### src/rtl/mem_access_pkg.sv
// Shared definitions for the load/store memory access controller.
//   WORD_BYTES : bytes per memory word (little-endian 64-bit word)
//   ADDR_W     : request/memory address width
//   DATA_W     : data word width
//   state_t    : controller FSM states
//   status_t   : response status codes (OK / ADR / MIS)
package mem_access_pkg;

  localparam int WORD_BYTES = 8;
  localparam int ADDR_W     = 64;
  localparam int DATA_W     = 64;

  typedef enum logic [1:0] {
    ST_IDLE   = 2'd0,
    ST_ACCESS = 2'd1,
    ST_RESP   = 2'd2
  } state_t;

  typedef enum logic [1:0] {
    STAT_OK  = 2'd0,
    STAT_ADR = 2'd1,
    STAT_MIS = 2'd2
  } status_t;

endpackage

### src/rtl/mem_addr_check.sv
// Combinational address qualification for one 8-byte access.
// Optional feature macro: MEM_ACCESS_ALIGN_CHECK_EN (adds misalignment check).
// Ports:
//   address : byte address of the requested 8-byte word
//   status  : STAT_OK, STAT_ADR (word would run past memory end) or
//             STAT_MIS (not 8-byte aligned, only with the macro defined)
module mem_addr_check
  import mem_access_pkg::*;
#(
  parameter int MEM_BYTES = 128
) (
  input  logic [ADDR_W-1:0] address,
  output status_t           status
);

  // Highest address at which a whole word still fits. Unsigned 64-bit
  // compare, so addresses close to 2^64 can never wrap into range.
  localparam logic [ADDR_W-1:0] LAST_WORD = ADDR_W'(MEM_BYTES - WORD_BYTES);

  always_comb begin
    status = STAT_OK;
    if (address > LAST_WORD) begin
      status = STAT_ADR;
    end
`ifdef MEM_ACCESS_ALIGN_CHECK_EN
    else if (address[2:0] != 3'b000) begin
      status = STAT_MIS;
    end
`endif
  end

endmodule

### src/rtl/mem_access_ctrl.sv
// Single-outstanding load/store controller in front of a data memory with
// combinational read and posedge write.
// Optional feature macro: MEM_ACCESS_ALIGN_CHECK_EN (reject misaligned words).
// Ports:
//   clock, reset            : sole clock, asynchronous active-high reset
//   reqValid/reqReady       : request handshake (ready only in IDLE)
//   reqWrite, reqAddress,
//   reqData                 : request kind, byte address, store data
//   memAddress, memWriteData,
//   memWrite, memRead       : registered memory strobes, live only in ACCESS
//   memReadData             : memory read data (combinational)
//   respValid/respReady     : response handshake (valid only in RESP)
//   respData, respStatus    : load data (0 otherwise) and status code
//   adrErrCount             : saturating count of non-OK responses
module mem_access_ctrl
  import mem_access_pkg::*;
#(
  parameter int MEM_BYTES = 128
) (
  input  logic              clock,
  input  logic              reset,
  input  logic              reqValid,
  input  logic              reqWrite,
  input  logic [ADDR_W-1:0] reqAddress,
  input  logic [DATA_W-1:0] reqData,
  output logic              reqReady,
  output logic [ADDR_W-1:0] memAddress,
  output logic [DATA_W-1:0] memWriteData,
  output logic              memWrite,
  output logic              memRead,
  input  logic [DATA_W-1:0] memReadData,
  output logic              respValid,
  output logic [DATA_W-1:0] respData,
  output logic [1:0]        respStatus,
  input  logic              respReady,
  output logic [7:0]        adrErrCount
);

  state_t  state;
  state_t  state_next;
  status_t chk_status;

  logic accept_ok;
  logic accept_err;
  logic access_end;
  logic resp_done;

  mem_addr_check #(
    .MEM_BYTES(MEM_BYTES)
  ) u_addr_check (
    .address(reqAddress),
    .status (chk_status)
  );

  function automatic logic [7:0] sat_inc8(input logic [7:0] value);
    return (value == 8'hFF) ? value : value + 8'd1;
  endfunction

  always_ff @(posedge clock or posedge reset) begin
    if (reset) begin
      state <= ST_IDLE;
    end else begin
      state <= state_next;
    end
  end

  always_comb begin
    state_next = state;
    case (state)
      ST_IDLE: begin
        if (reqValid) begin
          state_next = (chk_status == STAT_OK) ? ST_ACCESS : ST_RESP;
        end
      end
      ST_ACCESS: state_next = ST_RESP;
      ST_RESP: begin
        if (respReady) begin
          state_next = ST_IDLE;
        end
      end
      default: state_next = ST_IDLE;
    endcase
  end

  // reqValid is only looked at in IDLE and respReady only in RESP.
  always_comb begin
    reqReady   = (state == ST_IDLE);
    accept_ok  = reqReady && reqValid && (chk_status == STAT_OK);
    accept_err = reqReady && reqValid && (chk_status != STAT_OK);
    access_end = (state == ST_ACCESS);
    resp_done  = (state == ST_RESP) && respReady;
  end

  // Stage 1: memory strobes, set on acceptance and live for exactly the
  // ACCESS cycle. Async reset drops a pending store before its write edge.
  always_ff @(posedge clock or posedge reset) begin
    if (reset) begin
      memAddress   <= '0;
      memWriteData <= '0;
      memWrite     <= 1'b0;
      memRead      <= 1'b0;
    end else if (accept_ok) begin
      memAddress   <= reqAddress;
      memWriteData <= reqData;
      memWrite     <= reqWrite;
      memRead      <= !reqWrite;
    end else begin
      memAddress   <= '0;
      memWriteData <= '0;
      memWrite     <= 1'b0;
      memRead      <= 1'b0;
    end
  end

  // Stage 2: response register, loaded on entry to RESP and held until the
  // consumer takes it. memRead still identifies a load on the ACCESS edge.
  always_ff @(posedge clock or posedge reset) begin
    if (reset) begin
      respValid  <= 1'b0;
      respData   <= '0;
      respStatus <= STAT_OK;
    end else if (accept_err) begin
      respValid  <= 1'b1;
      respData   <= '0;
      respStatus <= chk_status;
    end else if (access_end) begin
      respValid  <= 1'b1;
      respData   <= memRead ? memReadData : '0;
      respStatus <= STAT_OK;
    end else if (resp_done) begin
      respValid  <= 1'b0;
      respData   <= '0;
      respStatus <= STAT_OK;
    end
  end

  // Only rejected requests enter RESP with a non-zero status.
  always_ff @(posedge clock or posedge reset) begin
    if (reset) begin
      adrErrCount <= 8'd0;
    end else if (accept_err) begin
      adrErrCount <= sat_inc8(adrErrCount);
    end
  end

endmodule

### config.mk
export PLATFORM = sky130hd
export DESIGN_NAME = mem_access_ctrl
export DESIGN_NICKNAME = d
export VERILOG_FILES = /design/src/rtl/mem_access_pkg.sv /design/src/rtl/mem_addr_check.sv /design/src/rtl/mem_access_ctrl.sv
export SDC_FILE = /design/constraint.sdc
export NUM_CORES = 1
export LEC_CHECK = 0
export ABC_CLOCK_PERIOD_IN_PS = 10100
export BUFFER_PORTS_ARGS = -buffer_cell sky130_fd_sc_hd__buf_4
export CAP_MARGIN = 30
export CORE_AREA = 2 2 156 158
export DETAILED_ROUTE_END_ITERATION = 12
export DIE_AREA = 0 0 158 160
export GPL_TIMING_DRIVEN = 0
export HOLD_SLACK_MARGIN = 0.08
export SETUP_SLACK_MARGIN = 0.05
export SLEW_MARGIN = 20
export SYNTH_ARGS = -nofsm -noshare
export SYNTH_HDL_FRONTEND = slang
export SYNTH_HIERARCHICAL = 1
export SYNTH_SLANG_ARGS = --single-unit
### constraint.sdc
create_clock -name clock -period 10.1 [get_ports clock]
set_input_delay 2.02 -clock clock [delete_from_list [all_inputs] [get_ports clock]]
set_output_delay 2.02 -clock clock [all_outputs]
set_load 0.01 [all_outputs]
==> flow_summary.toml <==
[global_routing]
grt_pass1_vias = 5969
grt_util_met2_pct = 32.9
grt.busiest_layer = "met2"
grt_max_degree = 94
grt_antenna_before_repair = 0
grtUsageMet3_pct = 6.13
overflow = 0
grt_use_total_pct = 18.4
grt_pass1_wl_um = 35400
grt_util_met1_pct = 20.8

[detailed_routing]
drt_iter0_drc = 227
route.vias.total = 5618
vias_per_cell = 4.41
drtPass1Iterations = 4
wl_um = 23700
postRouteAntennaNets = 0
drcViolationCount = 0
wl_per_cell_um = 18.6

[sta]
clock_skew_ns = 0.0184
final.min_clock_period_ns = 4.33
worst_slack_ns = 5.77
rsz0062_at_grt = "false"
period_share_pct = 42.9
slew_headroom_pct = 54.0
setup_violations = 0
slew_viol_final = 0
fmax_mhz = 231
worst_pin_slew_ns = 0.688
hold_viol_final = 0
holdWs_ns = 0.506

[place]
dp_slack_ns = 5.07
place_congestion = 0.786
dpl.hpwl_um = 18200
io_buffer_count = 402
placed_cells = 1230

[clocking]
tritoncts = "yes"
clock_path_buffers = 3
hold_buffers = 0
cts_root_buffer = "clkbuf_16"
clock-sinks = 207
clock_latency_ns = 0.51
postCtsSetupRepairBufs = 0
h-tree-depth = 1
post_cts_resized = 0
cts_buffers = 24
cts.clk_slew.worst_paths_ns = 0.06

[logic_synthesis]
synth_edf_count = 0
synth_cell_types = 31
avgSynthCellArea_um2 = 14.3
synth-xor-area-share_pct = 0.244
syn_area_um2 = 7180
synthArstFlopShare_pct = 100
synth.area.top_cells = "dfrtp_1, and2_1, a22o_1, buf_2, nor4_1"
yosysSeqAreaShare_pct = 72.1
synth.most_common_cell = "dfrtp_1"
synth_simple_gate_area_share_pct = 15.4
synth-adder-area-share_pct = 0.174
synth_area_leader_cell = "dfrtp_1"
synthTopCellsByCount = "dfrtp_1, and2_1, a22o_1, buf_2, nor4_1"
synth_top_family_by_area = "simple AND/OR/NAND/NOR gates"
syn-num-nets = 700
yosysTopAreaCellShare_pct = 72.1
muxShareOfSynthArea_pct = 0.627
synth-compound-area-share_pct = 8.90
synthCells = 502
yosysWarnings = 6
synth-main-ff-cell = "dfrtp_1"
synth_seq_cells = 207

[power_and_ir_drop]
leakagePower_nw = 6.22
pwr-share-comb_pct = 8.5
pwr-share-seq_pct = 46.2
clockPowerShare_pct = 45.3
vdd_drop_max_v = 0.000124
cellPowerDensity_nw_per_um2 = 162
intPower_w = 0.00143
switching_share_pct = 23.1
p_sw_w = 0.000431

[critical_path]
crit_path_end_kind = "register"
required_ns = 10.52
crit_type = "primary input to register"
setup.worst_path.start_class = "primary input"
cp.arrival_ns = 4.75
cp_max_fo = 10

[outcome]
status = "finished clean"

[worst_hold_path]
holdCritPathClass = "register to register"

[die]
boundaryPins = 403
die_width_um = 158
die_h_um = 160
core_um2 = 23800
rows = 57
die_area_um2 = 25300
start_util_pct = 30.1

[cells_and_area]
final_cell_count_no_fill = 1273
nets = 1130
syn2layout_area_growth_pct = 59.5
antenna-diode-count = 0
drive_above_1_share_pct = 50.3

[flow_run]
drv_cap = 0
==> layer usage <==
metal / vias to the layer above / wire [um]
met2: 285 / 12200
met3: 43 / 2360
met5: - / 0
li1: 2576 / -
met1: 2714 / 8590
met4: 0 / 588
==> cells in the final DEF (no fill, tap or decap), types with 3 or more instances in the layout <==
cell type / Yosys / final
a21oi_1: 3 / 3
a22o_1: 67 / 67
and2_1: 130 / 130
buf_2: 17 / 17
buf_4: 3 / 405
buf_6: 4 / 4
clkbuf_1: 4 / 7
clkbuf_16: 0 / 24
clkbuf_8: 0 / 5
clkinv_2: 0 / 5
dfrtp_1: 207 / 207
mux2_2: 4 / 4
nand2_1: 10 / 10
nand4_1: 6 / 6
nor2_1: 7 / 7
nor3_1: 5 / 5
nor4_1: 11 / 11
nor4_2: 3 / 3
==> registers in the layout, summed over array words and instances (netlist names) <==
name / flops
memAddress: 64
respData: 64
memRead: 1
memWriteData: 64
respStatus: 2
respValid: 1
state: 2
adrErrCount: 8
memWrite: 1
==> critical path: stages <==
cell and delay, ns:
buf_4 0.11, nor4_1 0.47, nand4_1 0.24, nor4_1 0.29, nand4_1 0.23, or2_1 0.36, and2b_1 0.32, buf_4 0.22
buf_2 0.25, and2_1 0.21
==> final timing paths <==
kind / from / end / depth (start not counted) / slack, ns
min in group asynchronous: reset / respData[36] / 2 / 1.44
max in group asynchronous: reset / memAddress[43] / 3 / 7.92
hold / removal: respData[45] / respData[45] / 1 / 0.51
setup reg to reg: state[1] / memAddress[27] / 5 / 8.19
setup / recovery: reqAddress[51] / memAddress[27] / 10 / 5.77
hold reg to reg: respData[45] / respData[45] / 1 / 0.51
==> power by group through the flow <==
| stage | clock network, W | logic (W) | registers [W] |
|---|---|---|---|
| CTS | 0.000872 | 0.000162 | 0.000859 |
| global placement | 0 | 0.000157 | 0.000874 |
| finish | 0.000843 | 0.000158 | 0.000859 |
| global route | 0.000910 | 0.000175 | 0.000862 |
| detailed placement | 0 | 0.000161 | 0.000874 |
| floorplan | 0 | 0.0000525 | 0.000877 |
==> per-stage QoR <==
stage	total power (W)	setup TNS (ns)	utilization, %	instance area, um2
floorplan	0.000929	0	-	7180
global placement	0.00103	-22.15	44.5	10600
detailed placement	0.00104	0	44.8	10700
CTS	0.00189	0	48.1	11500
global route	0.00195	0	48.1	11500
finish	0.00186	0	48.1	11500
==> cell families after synthesis <==
group	count (synthesis)
fa+ha+maj	1
compound gates	76
xor+xnor	2
flops	207
other cells	1
mux	4
buf+inv	30
simple gates	181
==> final cells by class <==
cell class / count / area (um2)
fillers: 2236 / 12400
multi-input cells: 265 / 1830
well taps: 324 / 405
clock inverters: 11 / 104
inverters: 2 / 15.0
clock buffers: 32 / 681
repair buffers: 404 / 3070
plain buffers: 28 / 168
flip-flops and latches: 207 / 5180
Power figures use the tool's default switching activity.
